## config.mk

```make
export PLATFORM = sky130hd
export DESIGN_NAME = mme_result_writer
export DESIGN_NICKNAME = d
export VERILOG_FILES = /design/src/rtl/mme_result_writer.sv
export SDC_FILE = /design/constraint.sdc
export NUM_CORES = 1
export LEC_CHECK = 0
export ABC_AREA = 0
export BUFFER_PORTS_ARGS = -buffer_cell sky130_fd_sc_hd__buf_4
export CORE_MARGIN = 5
export CORE_UTILIZATION = 30
export DETAILED_ROUTE_END_ITERATION = 16
export PLACE_DENSITY = 0.45
export SYNTH_ARGS = -nofsm -noshare
export SYNTH_HDL_FRONTEND = slang
export SYNTH_SLANG_ARGS = --single-unit
```

## constraint.sdc

```tcl
create_clock -name clk -period 2.5 [get_ports clk]
set_input_delay 0.375 -clock clk [delete_from_list [all_inputs] [get_ports clk]]
set_output_delay 0.375 -clock clk [all_outputs]
set_load 0.1 [all_outputs]
```

## src/rtl/mme_result_writer.sv

```systemverilog
// Drains the 16-element C result stream row by row. Each 4-word row is buffered, then written
// as one 4-beat INCR AXI burst. Write-response errors are collected into a sticky flag.
module mme_result_writer #(
  parameter int unsigned ADDR_W = 32,
  parameter int unsigned DATA_W = 32
) (
  input  logic              clk,
  input  logic              rst,
  input  logic              start_i,
  input  logic [ADDR_W-1:0] c_addr_i,
  output logic              busy_o,
  output logic              done_o,
  output logic              err_o,
  input  logic              res_valid_i,
  input  logic [DATA_W-1:0] res_data_i,
  output logic              res_ready_o,
  output logic [ADDR_W-1:0] awaddr_o,
  output logic [3:0]        awlen_o,
  output logic [2:0]        awsize_o,
  output logic [1:0]        awburst_o,
  output logic              awvalid_o,
  input  logic              awready_i,
  output logic [DATA_W-1:0] wdata_o,
  output logic [3:0]        wstrb_o,
  output logic              wlast_o,
  output logic              wvalid_o,
  input  logic              wready_i,
  input  logic [1:0]        bresp_i,
  input  logic              bvalid_i,
  output logic              bready_o
);

  localparam logic [2:0] StIdle = 3'd0;
  localparam logic [2:0] StFill = 3'd1;
  localparam logic [2:0] StAw   = 3'd2;
  localparam logic [2:0] StW    = 3'd3;
  localparam logic [2:0] StB    = 3'd4;
  localparam logic [2:0] StDone = 3'd5;

  logic [2:0]        state_q, state_d;
  logic [1:0]        row_q, row_d;
  logic [1:0]        beat_q, beat_d;
  logic [ADDR_W-1:0] base_q, base_d;
  logic [DATA_W-1:0] buf_q [4];
  logic [DATA_W-1:0] buf_d [4];
  logic              err_q, err_d;

  always_comb begin
    state_d = state_q;
    row_d   = row_q;
    beat_d  = beat_q;
    base_d  = base_q;
    buf_d   = buf_q;
    err_d   = err_q;
    case (state_q)
      StIdle: begin
        if (start_i) begin
          // Bursts are row-aligned to 16 bytes, so they never straddle a 4 KB page.
          base_d  = c_addr_i & ~ADDR_W'(4'hF);
          row_d   = 2'd0;
          beat_d  = 2'd0;
          err_d   = 1'b0;
          state_d = StFill;
        end
      end
      StFill: begin
        if (res_valid_i) begin
          buf_d[beat_q] = res_data_i;
          beat_d        = beat_q + 2'd1;
          if (beat_q == 2'd3) state_d = StAw;
        end
      end
      StAw: begin
        if (awready_i) state_d = StW;
      end
      StW: begin
        if (wready_i) begin
          beat_d = beat_q + 2'd1;
          if (beat_q == 2'd3) state_d = StB;
        end
      end
      StB: begin
        if (bvalid_i) begin
          if (bresp_i != 2'b00) err_d = 1'b1;
          if (row_q == 2'd3) begin
            state_d = StDone;
          end else begin
            row_d   = row_q + 2'd1;
            state_d = StFill;
          end
        end
      end
      StDone:  state_d = StIdle;
      default: state_d = StIdle;
    endcase
  end

  always_ff @(posedge clk) begin
    if (rst) begin
      state_q <= StIdle;
      row_q   <= 2'd0;
      beat_q  <= 2'd0;
      base_q  <= '0;
      err_q   <= 1'b0;
      for (int i = 0; i < 4; i++) buf_q[i] <= '0;
    end else begin
      state_q <= state_d;
      row_q   <= row_d;
      beat_q  <= beat_d;
      base_q  <= base_d;
      err_q   <= err_d;
      buf_q   <= buf_d;
    end
  end

  // All outputs are Moore: stalls cannot disturb them.
  assign busy_o      = (state_q != StIdle);
  assign done_o      = (state_q == StDone);
  assign err_o       = err_q;
  assign res_ready_o = (state_q == StFill);
  assign awvalid_o   = (state_q == StAw);
  assign awaddr_o    = base_q + ADDR_W'({row_q, 4'b0000});
  assign awlen_o     = 4'd3;
  assign awsize_o    = 3'b010;
  assign awburst_o   = 2'b01;
  assign wvalid_o    = (state_q == StW);
  assign wdata_o     = buf_q[beat_q];
  assign wstrb_o     = 4'hF;
  assign wlast_o     = (state_q == StW) && (beat_q == 2'd3);
  assign bready_o    = (state_q == StB);

endmodule

```

**Yosys cells after proc, flatten, opt, wreduce, memory -nomap -nowiden**

Index checks and enable logic that the tools add are counted.

- Register bits: 164
- Input port bits: 73
- Output and inout port bits: 85
- Logic and storage cells: 70

- $add $sub $neg: 3
- Order comparisons: 2
- Equality and inequality tests: 16
- Multiplexer cells: 26
- Bitwise gates (word level): 1
- Reduce and logical (&&, ||, !) cells: 13

Operators by type and width:

| cell | count |
|---|---|
| bitwise mux 128 bit | 1 |
| 2-to-1 mux 32 bit | 3 |
| binary-select mux 32 bit (select 2 bit) | 1 |
| demux 32 bit (select 2 bit) | 1 |
| adder 32 x 6 -> 32 bit | 1 |
| 2-to-1 mux 3 bit | 8 |
| one-hot mux 3 bit (5 select lines) | 1 |
| AND reduction 4 bit | 3 |
| 2-to-1 mux 2 bit | 5 |
| inequality test 2 x 1 -> 1 bit, second input constant | 5 |
| inequality test 2 bit, second input constant | 4 |
| AND reduction 7 bit | 1 |
| == test 3 x 2 -> 1 bit, second input constant | 2 |
| == test 3 bit, second input constant | 2 |
| one-hot mux 2 bit (3 select lines) | 1 |
| nonzero test 3 bit | 2 |
| adder 2 x 1 -> 2 bit, second input constant | 2 |
| == test 2 bit, second input constant | 2 |
| one-hot mux 2 bit (2 select lines) | 1 |
| AND reduction 2 bit | 2 |
| nonzero test 2 bit | 2 |
| == test 3 x 1 -> 1 bit, second input constant | 1 |
| >= comparator 3 bit, second input constant | 1 |
| zero test 3 bit | 1 |
| other kinds (5) | 8 |

**Longest topological paths before layout**

Gate-level depths: netlist of the first run.

- Word-level depth: 6
- Depth in mapped cells: 9

**Worst setup path after synthesis of the first run**

Ideal clock, no wire load.

- Path type: register to output
- Start point: reg row_q[0]
- End point: out awaddr_o[26]
- Arrival time: 3.172 ns
- Required time: 2.125 ns
- Slack: -1.047 ns
- Cell stages (with the launch flop): 8
- Path buffers: 0
- Cell sequence: dfxtp_1 ha_1 inv_1 fa_1 and4b_1 nand2_1 nor4_2 xor2_1

- Word-level cells in the longest chain between the ends: 1

Ends and longest elaborated chain:

| element | line | RTL |
|---|---|---|
| start: declaration | 41 | `logic [1:0] row_q, row_d;` |
| start signal: assignment | 108 | `row_q <= row_d;` |
| adder 32 x 6 -> 32 bit | 122 | `assign awaddr_o = base_q + ADDR_W'({row_q, 4'b0000});` |
| end: declaration | 17 | `output logic [ADDR_W-1:0] awaddr_o,` |

Every way passes these cells.

**Worst setup path after layout of the first run**

- Start point: reg base_q[4]
- End point: out awaddr_o[30]

- Word-level cells in the longest chain between the ends: 1

Ends and longest elaborated chain:

| element | line | RTL |
|---|---|---|
| start: declaration | 43 | `logic [ADDR_W-1:0] base_q, base_d;` |
| start signal: assignment | 110 | `base_q <= base_d;` |
| adder 32 x 6 -> 32 bit | 122 |  |

Every way passes these cells.

==> flow_summary_export.csv, run 1 <==
group,metric,value,unit
clock_tree,clk_path_buf_depth,2,
floorplanning,die-area,28000,sq um
logic_synthesis,synthTopCellsByArea,"dfxtp_1 (44%), nand2_1 (17%), a21oi_1 (11%)",
final_layout,layout-drive-gt1-share,29.9,%
floorplanning,initial_core_util,30.5,%
final_layout,multiInputGateArea,4200,sq um
logic_synthesis,ys_seq_elements,164,
clock_tree,cts_buffers,17,
sta,rsz0062_at_grt,"yes",
final_layout,layout_commonest_cell,"nand2_1",
floorplanning,die_y,167,um
sta,finalMaxSlewViolations,0,
detailed_routing,dr_total_vias,6482,
placed_design,io_buffer_count,136,
detailed_routing,drc_errors,0,
worst_setup_path,cp_slowest_cell,"dfxtp_2",
worst_setup_path,worstPathArrival,2.45,ns
logic_synthesis,avgSynthCellArea,8.26,sq um
clock_tree,cts.sinks,164,
detailed_routing,wl,22800,um
pwr,ir_drop,0.352,mV
clock_tree,cts_tree,"built",
final_layout,regArea,3290,sq um
sta,skew,0.0136,ns
logic_synthesis,synth_top_cell_area_share,44.2,%
worst_setup_path,cp-end-kind,"output pin",
logic_synthesis,synth_cell_types,41,
flow_run,cap_viol_max_count,0,
sta,final.min_clock_period,2.83,ns
global_route,grt_pass1_vias,6320,
global_route,grt.overflow.total,0,
clock_tree,clk_latency,0.43,ns
outcome,violations,"negative setup slack",
logic_synthesis,synth_top_area_cell,"dfxtp_1",
floorplanning,ios,158,
placed_design,hpwlAfterDp,14800,um
global_route,grt.total_usage,16.2,%
floorplanning,rows,57,
sta,period_share,113,%
sta,setup_viol,20,
logic_synthesis,ys_warn_count,0,
detailed_routing,vias_per_cell,4.69,
clock_tree,ctsHoldBuffers,0,
worst_setup_path,critPathMaxFanout,6,
min_path,hp-class,"primary input to flip-flop",
detailed_routing,wl_per_cell,16.5,um
worst_setup_path,path_cells,"ha_4, inv_2, fa_2, and4b_2, nand2_4, buf_4, nor3_4, buf_6, xnor2_4, buf_12",
clock_tree,root_buffer,"clkbuf_16",
worst_setup_path,crit_buf_inv,4,
global_route,grt_max_degree,85,
detailed_routing,drtAntennaViolNets,0,
floorplanning,die_x,167,um
pwr,finalPower,6.45,mW
global_route,grt_pass1_wl,36200,um
pwr,power_leakage,3.92,nW
logic_synthesis,synth_ff_type,"dfxtp_1",
sta,setup_slack,-0.330,ns
floorplanning,core-area,24300,sq um
worst_setup_path,required,2.12,ns
placed_design,place.gp.congestion,0.765,
final_layout,final_cell_mix,"nand2_1 (328), buf_4 (164), a21oi_1 (159), dfxtp_1 (159), mux4_2 (32)",
final_layout,finish.net_count,1126,
worst_setup_path,startpoint_type,"flip-flop",
worst_setup_path,path_delay_family,"simple AND/OR/NAND/NOR gates",
logic_synthesis,synth_area,7420,sq um
logic_synthesis,synth_enable_flop_cells,0,
worst_setup_path,slowest_delay,0.35,ns
pwr,powerDensity,628,nW/um^2
clock_tree,h-tree-depth,4,
global_route,grt_antenna_before_repair,1,
worst_setup_path,crit_type,"flip-flop to output pin",
final_layout,fin_cells,1383,
final_layout,n_fill_cell,2410,
detailed_routing,dr.pass1.iters,5,
outcome,status,"finished with violations",
sta,fmax,353,MHz
logic_synthesis,synthArstFlopShare,0,%
sta,tns,-4.12,ns
detailed_routing,first_iter_violations,399,
placed_design,place_inst,1346,
clock_tree,clk_transition_reported_paths,0.07,ns
final_layout,syn2layout_area_growth,38.6,%
sta,fin_hold_ws,0.198,ns
logic_synthesis,yosysSeqAreaShare,44.2,%
sta,hold_viol_final,0,
logic_synthesis,syn_inst,898,
stage by stage:
stage          worst slack [ns]  area, sq um  util (%)
5_1_grt                  -0.464        10300      42.3
3_3_place_gp            -0.0121         9360      38.5
6_report                 -0.330        10300      42.3
2_1_floorplan            -0.246         7900         -
3_5_place_dp           -0.00731         9360      38.5
4_1_cts                  -0.371        10200      41.9
cell type report:
type / instances / share of cell area, %
timing repair buffer: 194 / 17.1
inverter: 12 / 0.438
tap: 324 / 3.94
multi-input combinational: 656 / 40.8
clock inverter: 13 / 1.20
antenna: 1 / 0.0243
clock buffer: 19 / 4.40
sequential: 164 / 32.0
final timing paths:
kind | from | to | slack (ns) | depth (start not counted)
setup / recovery | base_q[4] | awaddr_o[30] | -0.33 | 10
hold / removal | c_addr_i[18] | base_q[18] | 0.20 | 3
setup reg to reg | state_q[0] | buf_q[44] | 0.66 | 5
hold reg to reg | buf_q[65] | buf_q[65] | 0.45 | 2
report_power, final:
part / total [mW] / internal [mW] / switching, mW / leakage (nW)
Sequential: 2.72 / 2.67 / 0.0526 / 1.33
Combinational: 1.16 / 0.345 / 0.811 / 2.31
Clock: 2.58 / 1.44 / 1.14 / 0.282
Total: 6.45 / 4.46 / 2.00 / 3.92
synthesized netlist by cell type (5+ instances only):
cell type and number:
nor3_1 12, a21oi_1 159, nand4_1 5, nor2_1 11, and2_1 8, buf_1 6
xnor2_1 13, dfxtp_1 164, mux4_2 32, and3_1 5, clkbuf_1 33, inv_1 12
xor2_1 13, buf_2 12, nand2_1 330, ha_1 7, buf_4 30, nand3_1 8
worst min-delay path: cells and delay by family:
family	cells	cell delay, ns
AOI/OAI and AO/OA	1	0.05
and+or+nand+nor	1	0.04
buffers and inverters	1	0.11
kinds of logic after synthesis:
group,count (synthesis),synth area share [%]
AO/OA/AOI/OAI,173,12.1
adder cells (fa/ha/maj),8,1.45
multiplexers,36,10.3
AND/OR/NAND/NOR,396,22.3
XOR/XNOR,26,3.07
flip-flops,164,44.2
buffers and inverters,93,6.42
other,2,0.101
state kept, by name, indices dropped and copies added, names as in the netlist:
register,flops
base_q,28
beat_q,2
row_q,2
err_o,1
state_q,3
buf_q,128
layer usage:
metal,up-vias,GRT usage (%),part of all wire [%]
li1,3256,-,-
met1,3056,22.9,47
met2,154,25.6,46
met3,16,2.92,5.2
met4,0,4.34,1.0
met5,-,0,0
what timing repair did:
action,CTS,global route
resized for setup,60,16
pin swaps,4,6
setup endpoints to repair,21,26
buffers inserted,2,2
(Power assumes the default switching activity.)
==> run 2, diff against run 1 <==
- CTS_CLUSTER_DIAMETER: default -> 120
- RECOVER_POWER: default -> 50
==> run 2 against run 1 <==
The run still ends with negative setup slack left. First-iteration DRC count up 0.25%. Critical path depth did not move. Hold slack about the same. Non-clock buffer count unchanged. Worst setup slack got worse by 0.0019 ns. Sequential share of layout area increased by 0.12 points.
==> flow_summary_export.csv, run 2 (synthesized netlist as in run 1, its figures left out) <==
group,metric,value,unit
floorplanning,die-area,28000,sq um
final_layout,fin_area,10200,sq um
worst_setup_path,critPathMaxFanout,6,
outcome,status,"finished with violations",
worst_setup_path,path_cells,"ha_4, inv_2, fa_2, and4b_2, nand2_4, buf_4, nor3_4, buf_6, xnor2_4, buf_12",
global_route,grt_antenna_before_repair,1,
pwr,ir_drop,0.348,mV
sta,hold_viol_final,0,
global_route,grt.overflow.total,0,
placed_design,dpl_cell_area,9360,sq um
clock_tree,ctsHoldBuffers,0,
final_layout,largestRegisters,"buf_q (128), base_q (28), state_q (3)",
pwr,power_leakage,3.89,nW
sta,period_share,113,%
global_route,grt_max_degree,85,
detailed_routing,dr.pass1.iters,4,
sta,final.min_clock_period,2.83,ns
final_layout,layout-drive-gt1-share,29.3,%
detailed_routing,wl_per_cell,16.6,um
final_layout,final_cell_mix,"nand2_1 (328), dfxtp_1 (160), a21oi_1 (159), buf_4 (155), mux4_2 (32)",
sta,tightest_slew,1.18,ns
final_layout,final_util,42.1,%
outcome,violations,"negative setup slack",
min_path,hp-class,"primary input to flip-flop",
floorplanning,initial_core_util,30.5,%
clock_tree,cts_tree,"built",
final_layout,syn2layout_area_growth,38.0,%
worst_setup_path,worstPathArrival,2.46,ns
clock_tree,clk_latency,0.43,ns
sta,finalMaxSlewViolations,0,
sta,setup_viol,20,
global_route,grt.total_usage,16.2,%
sta,tns,-4.14,ns
floorplanning,ios,158,
sta,fin_hold_ws,0.198,ns
detailed_routing,drc_errors,0,
sta,fmax,353,MHz
sta,skew,0.0142,ns
clock_tree,cts_buffers,17,
floorplanning,rows,57,
worst_setup_path,cp_slowest_cell,"dfxtp_2",
placed_design,hpwlAfterDp,14800,um
clock_tree,cts.sinks,164,
final_layout,fin_cells,1383,
clock_tree,clk_transition_reported_paths,0.07,ns
clock_tree,h-tree-depth,4,
pwr,finalPower,6.44,mW
placed_design,place.gp.congestion,0.765,
placed_design,place_inst,1346,
detailed_routing,vias_per_cell,4.69,
detailed_routing,wl,23000,um
detailed_routing,first_iter_violations,400,
detailed_routing,drtAntennaViolNets,0,
global_route,grt_pass1_vias,6320,
sta,setup_slack,-0.332,ns
final_layout,largest-register,"buf_q",
worst_setup_path,crit_type,"flip-flop to output pin",
sta,rsz0062_at_grt,"yes",
final_layout,largest_reg_flops,128,
global_route,grt_pass1_wl,36200,um
worst_setup_path,startpoint_type,"flip-flop",
worst_setup_path,cp-end-kind,"output pin",
worst_setup_path,required,2.12,ns
worst_setup_path,slowest_delay,0.35,ns
floorplanning,die_y,167,um
floorplanning,die_x,167,um
detailed_routing,dr_total_vias,6485,
clock_tree,clk_path_buf_depth,2,
final_layout,layout_commonest_cell,"nand2_1",
placed_design,place_ws,-0.00731,ns
flow_run,cap_viol_max_count,0,
floorplanning,core-area,24300,sq um
final_layout,finish.net_count,1126,
placed_design,io_buffer_count,136,
pwr,powerDensity,629,nW/um^2
sta,slew_headroom,21.8,%
clock_tree,root_buffer,"clkbuf_16",
## run 2: cell count changes in the layout (fill, tap and decap cells not counted), sizes merged
cell,previous run,this run
clkbuf,19,29
buf,194,184
## run 2: path summary, 6_finish.rpt
| kind | start | to | slack [ns] | depth (start not counted) |
|---|---|---|---|---|
| setup reg to reg | state_q[0] | buf_q[90] | 0.40 | 5 |
| hold reg to reg | buf_q[65] | buf_q[65] | 0.45 | 2 |
| hold / removal | c_addr_i[18] | base_q[18] | 0.20 | 3 |
| setup / recovery | base_q[4] | awaddr_o[30] | -0.33 | 10 |
## run 2: worst max-delay path, delay by kind of cell, from the launching register on
kind	cells	cell delay (ns)
simple gates	3	0.56
buf+inv	4	0.51
fa+ha+maj	2	0.49
flops	1	0.35
xor+xnor	1	0.11
## run 2: layout make-up
class                   instances  area (sq um)
repair buffers                194          1720
fillers                      2419         14100
inverters                      12          45.0
multi-input cells             656          4200
clock buffers                  19           453
flip-flops and latches        164          3290
diodes                          1          2.50
clock inverters                13           124
well taps                     324           405
## run 2: per-layer routing
| layer | vias to the layer above | part of all wire (%) | wire [um] | track usage [%] |
|---|---|---|---|---|
| met2 | 137 | 46 | 10700 | 25.6 |
| met3 | 16 | 4.8 | 1100 | 2.92 |
| li1 | 3255 | - | - | - |
| met1 | 3077 | 48 | 10900 | 22.9 |
| met5 | - | 0 | 0 | 0 |
| met4 | 0 | 1.2 | 272 | 4.34 |
## run 2: report_power, final
part	internal, mW	switching, mW
logic	0.337	0.812
clock network	1.44	1.13
registers	2.67	0.0528
## run 2: timing repair
action	in CTS	in global routing
endpoints found under the setup margin	21	26
pin swaps	4	6
buffers inserted	2	2
resized for setup	60	16
